**config.mk**
```make
export PLATFORM = sky130hd
export DESIGN_NAME = bip_exec_ctrl
export DESIGN_NICKNAME = d
export VERILOG_FILES = /design/src/rtl/bip_exec_ctrl.sv
export SDC_FILE = /design/constraint.sdc
export NUM_CORES = 1
export LEC_CHECK = 0
export CAP_MARGIN = 20
export CORE_UTILIZATION = 40
export CTS_CLUSTER_DIAMETER = 100
export CTS_CLUSTER_SIZE = 16
export DETAILED_ROUTE_END_ITERATION = 10
export DONT_BUFFER_PORTS = 1
export SYNTH_ARGS = -nofsm -noshare
export SYNTH_HDL_FRONTEND = slang
export SYNTH_SLANG_ARGS = --single-unit
```
**constraint.sdc**
```tcl
create_clock -name clk -period 2.3 [get_ports clk]
set_input_delay 0.345 -clock clk [delete_from_list [all_inputs] [get_ports clk]]
set_output_delay 0.345 -clock clk [all_outputs]
set_load 0.02 [all_outputs]
```
**src/rtl/bip_exec_ctrl.sv**
```systemverilog
// Execution sequencer for the BIP core: gates PC advance from host RUN/STEP/HALT/RESET_CPU
// commands, freezes on the HLT opcode and reports executed-cycle count and halt PC.
//
// state    | meaning
// ---------+------------------------------------------------------------
// S_IDLE   | core paused, waiting for a host command
// S_RUN    | free-running, PC advances every cycle until HLT or HALT cmd
// S_STEP   | single-cycle advance, then back to S_IDLE
// S_HALTED | stopped on HLT opcode; only RESET_CPU leaves
// S_CPURST | core reset held low for RST_CYCLES cycles
module bip_exec_ctrl #(
    parameter int                  OPCODE_W    = 5,
    parameter logic [OPCODE_W-1:0] HALT_OPCODE = '0,
    parameter int                  PC_W        = 11,
    parameter int                  CNT_W       = 16,
    parameter int                  RST_CYCLES  = 2
) (
    input  logic                clk,
    input  logic                rst,
    input  logic                cmd_valid,
    input  logic [1:0]          cmd,
    output logic                cmd_ready,
    input  logic [OPCODE_W-1:0] opcode,
    input  logic [PC_W-1:0]     pc,
    output logic                pc_en,
    output logic                cpu_rst_n,
    output logic                halted,
    output logic                done,
    output logic [CNT_W-1:0]    cycle_count,
    output logic [PC_W-1:0]     halt_pc
);

    localparam int              RC_W    = (RST_CYCLES > 1) ? $clog2(RST_CYCLES) : 1;
    localparam logic [RC_W-1:0] RC_LOAD = RC_W'(RST_CYCLES - 1);
    localparam logic [CNT_W-1:0] CNT_MAX = '1;

    localparam logic [1:0] CMD_RUN   = 2'b00;
    localparam logic [1:0] CMD_STEP  = 2'b01;
    localparam logic [1:0] CMD_HALT  = 2'b10;
    localparam logic [1:0] CMD_RESET = 2'b11;

    typedef enum logic [2:0] {
        S_IDLE,
        S_RUN,
        S_STEP,
        S_HALTED,
        S_CPURST
    } state_t;

    state_t          state;
    state_t          state_nxt;
    logic [RC_W-1:0] rst_cnt;
    logic            executing;
    logic            halt_op;
    logic            halt_det;
    logic            cmd_fire;
    logic            cpurst_entry;

    assign executing    = (state == S_RUN) || (state == S_STEP);
    assign halt_op      = (opcode == HALT_OPCODE);
    assign halt_det     = executing && halt_op;
    assign cmd_ready    = (state == S_IDLE) || (state == S_RUN) || (state == S_HALTED);
    assign cmd_fire     = cmd_valid && cmd_ready;
    assign pc_en        = executing && !halt_op;
    assign cpu_rst_n    = (state != S_CPURST);
    assign halted       = (state == S_HALTED);
    assign cpurst_entry = (state_nxt == S_CPURST) && (state != S_CPURST);

    always_ff @(posedge clk) begin
        if (rst) begin
            state <= S_IDLE;
        end else begin
            state <= state_nxt;
        end
    end

    always_comb begin
        state_nxt = state;
        case (state)
            S_IDLE: begin
                if (cmd_fire) begin
                    case (cmd)
                        CMD_RUN:   state_nxt = S_RUN;
                        CMD_STEP:  state_nxt = S_STEP;
                        CMD_RESET: state_nxt = S_CPURST;
                        default:   state_nxt = S_IDLE;
                    endcase
                end
            end
            S_RUN: begin
                // HLT opcode outranks any command arriving in the same cycle
                if (halt_op) begin
                    state_nxt = S_HALTED;
                end else if (cmd_fire && cmd == CMD_HALT) begin
                    state_nxt = S_IDLE;
                end else if (cmd_fire && cmd == CMD_RESET) begin
                    state_nxt = S_CPURST;
                end
            end
            S_STEP: begin
                state_nxt = halt_op ? S_HALTED : S_IDLE;
            end
            S_HALTED: begin
                if (cmd_fire && cmd == CMD_RESET) begin
                    state_nxt = S_CPURST;
                end
            end
            S_CPURST: begin
                if (rst_cnt == '0) begin
                    state_nxt = S_IDLE;
                end
            end
            default: state_nxt = S_IDLE;
        endcase
    end

    always_ff @(posedge clk) begin
        if (rst) begin
            rst_cnt <= '0;
        end else if (cpurst_entry) begin
            rst_cnt <= RC_LOAD;
        end else if (state == S_CPURST && rst_cnt != '0) begin
            rst_cnt <= rst_cnt - 1'b1;
        end
    end

    always_ff @(posedge clk) begin
        if (rst) begin
            cycle_count <= '0;
            halt_pc     <= '0;
            done        <= 1'b0;
        end else begin
            done <= halt_det;
            if (cpurst_entry) begin
                cycle_count <= '0;
                halt_pc     <= '0;
            end else begin
                if (pc_en && cycle_count != CNT_MAX) begin
                    cycle_count <= cycle_count + 1'b1;
                end
                if (halt_det) begin
                    halt_pc <= pc;
                end
            end
        end
    end

endmodule

```
==> impl_metrics.tcl <==
set metrics [dict create \
    postSynth.asyncResetShare_pct 0 \
    cts_buffers 5 \
    grtUsageMet1_pct 19.1 \
    synth_commonest_cells "nand2_1 (35), dfxtp_1 (32), nor2_1 (19)" \
    synth_warnings 0 \
    seqPwrFrac_pct 46.5 \
    cts_setup_buffers 0 \
    initial_core_util_pct 41.9 \
    dpl.hpwl_um 2700 \
    global_route.usage.met3_pct 6.61 \
    total_power_mw 1.24 \
    fill_cells 361 \
    synth_edf_count 0 \
    cts_max_level 2 \
    cp_data_required_time_ns 2.51 \
    skew_ns 0.00553 \
    setup.worst_path.end_class "flop" \
    wl_per_cell_um 14.8 \
    grt.total_usage_pct 18.1 \
    via_count 1403 \
    utilization_pct 47.7 \
    fin_setup_tns_ns 0 \
    setup_ws_ns 0.200 \
    syn_area_per_cell_um2 8.08 \
    path_buf_inv 0 \
    cts_tree "yes" \
    worstSetupStartpoint "cycle_count[0]" \
    drt-pass1-iter-count 4 \
    ys_ff_latch 32 \
    rsz0062_at_grt "no" \
    grt_pass1_vias 1353 \
    startpoint_type "flop" \
    die_height_um 64.0 \
    gp_congestion 0.918 \
    cp_max_fo 7 \
    area_delta_synth_final_pct 13.9 \
    reg2reg_from "cycle_count[0]" \
    maxCapViolCount 0 \
    drt_iter0_drc 107 \
    max-slew-margin-rel_pct 66.3 \
    synth_top_area_cell "dfxtp_1" \
    crit_type "reg2reg" \
    ir_drop_mv 0.547 \
    holdBufCountCts 0 \
    finalInstanceArea_mm2 0.00175 \
    finalSetupViolations 0 \
    cts_resized 0 \
    grt-ovfl-total 0 \
    intPower_uw 973 \
    ff2ff_path_depth 6 \
    path_cells "ha_1 -> nand2_1 -> nor3b_1 -> or3_4 -> or4_1 -> a21oi_1" \
    io_pins 53 \
    cpPeakStageDelay_ns 0.44 \
    worst_slew_pin_slew_ns 0.504 \
    antennaDiodeCount 0 \
    rows 22 \
    portBuffers 0 \
    route.detailed.drc 0 \
    combPwrFrac_pct 6.4 \
    fin_crit_sh_pct 91.3 \
    reg2reg_to "cycle_count[11]" \
    p_per_area_mw_per_mm2 711 \
    power_switching_share_pct 21.7 \
    power.leakage_nw 0.574 \
    yosysTopAreaCellShare_pct 41.7 \
    p_sw_uw 269 \
    final_nets 219 \
    synthFlopType "dfxtp_1" \
    min_from "rst" \
    critical_path_arrival_ns 2.31 \
    clkLatencyLatePin_ns 0.28 \
    holdPathStages 1 \
    yosys-top-cells-area "dfxtp_1 (42%), nand2_1 (8.6%), xnor2_1 (6.3%), nor2_1 (4.6%), a21oi_1 (4.6%)" \
    chipWidth_um 64.0 \
    ant_nets 0 \
    grt_max_degree 13 \
    antenna_found_initial 0 \
    grt_use_met2_pct 31.0 \
    rrSetupSlack_ns 0.20 \
    fin_crit_ns 2.10 \
    clk_pin_slew_ns 0.07 \
    postSynthCellCount 190 \
    seq_area_um2 641 \
    syn_area_mm2 0.00154 \
    dp_slack_ns 0.295 \
    place_area_mm2 0.00162 \
    hold_class "in2reg" \
    wl_um 3650 \
    ys_types 40 \
    clock-root-buffer "clkbuf_8" \
    drive_above_1_share_pct 12.1 \
    drt-vias-per-instance 5.70 \
    die-area_mm2 0.00409 \
    grt_pass1_wl_um 5740 \
    busiest_layer "met2" \
    hold_violations 0 \
    fmax_ghz 0.476 \
    cts_buffer_depth 2 \
    coreArea_mm2 0.00366 \
    syn-num-nets 212 \
    crit_path_top_delay_cell "or4_1" \
    power_frac_clock_pct 47.1 \
    status "finished clean" \
    clkSinkCount 32 \
    post-synth-top-count-cell "nand2_1" \
    seq_area_frac_synth_pct 41.7 \
    min_to "state[2]" \
    multi_input_area_um2 835 \
    cpLargestDelayFamily "simple AND/OR/NAND/NOR gates" \
    slew_violations 0 \
]
==> flip-flops by register name, summed over array words and instances (netlist names) <==
register	cells
cycle_count	16
halt_pc	11
state	3
done	1
rst_cnt	1
==> how the worst max path moves through the flow <==
| stage | end | slack (ns) | cells past startpoint |
|---|---|---|---|
| global route | cycle_count[11] | 0.1 | 5 |
| finish | cycle_count[11] | 0.20 | 6 |
| CTS | cycle_count[11] | 0.23 | 5 |
| detailed placement | cycle_count[11] | 0.29 | 6 |
| floorplan | cycle_count[11] | 0.44 | 6 |
| global placement | cycle_count[11] | 0.33 | 6 |
==> routing by layer <==
metal  part of all wire [%]  vias to the layer above
li1                       -                      685
met1                     40                      646
met2                     49                       63
met3                    9.4                        9
met4                    2.1                        0
met5                      0                        -
==> final cells by class <==
type / instances / share of cell area (%)
clock buffers: 7 / 5.51
repair buffers: 10 / 4.29
flip-flops and latches: 32 / 36.6
well taps: 48 / 3.44
inverters: 3 / 0.644
multi-input cells: 145 / 47.7
clock inverters: 1 / 1.72
==> logic make-up (layout without fill, tap and decap cells) <==
group,Yosys count,in the layout,synth area share (%)
xor+xnor,12,12,7.34
compound gates,31,31,13.2
buf+inv,13,21,3.91
fa+ha+maj,1,1,0.815
flops,32,32,41.7
simple gates,101,101,33.0
==> power by group through the flow <==
stage | logic, mW | clock network, mW | registers (mW)
after detailed placement | 0.0793 | 0 | 0.590
final | 0.0793 | 0.586 | 0.578
after floorplan | 0.0695 | 0 | 0.584
after CTS | 0.0796 | 0.595 | 0.578
after global routing | 0.0892 | 0.614 | 0.579
after global placement | 0.0774 | 0 | 0.590
==> layout by cell type, fill, tap and decap left out, drive strengths merged <==
cell type  instances
nand2             35
dfxtp             32
nor2              20
a21oi             14
xnor2             11
buf               10
nand3              9
nor4               9
nor3               7
clkbuf             7
and3               4
nor3b              4
nand4              4
inv                3
o21ai              3
a211oi             3
nor2b              2
or4                2
xor2               1
o211ai             1
o221ai             1
a21o               1
a2111oi            1
a22oi              1
a2bb2oi            1
and4               1
and2               1
nand4b             1
a31oi              1
a221oi             1
or3                1
o31a               1
o21ba              1
o31ai              1
nor4b              1
ha                 1
bufinv             1
==> stage by stage <==
step	cells	hold WS, ns
2_1_floorplan	190	0.417
3_3_place_gp	238	0.420
3_5_place_dp	238	0.420
4_1_cts	246	0.123
5_1_grt	246	0.127
6_report	246	0.130
No activity file was read; power rests on OpenSTA's default activity.
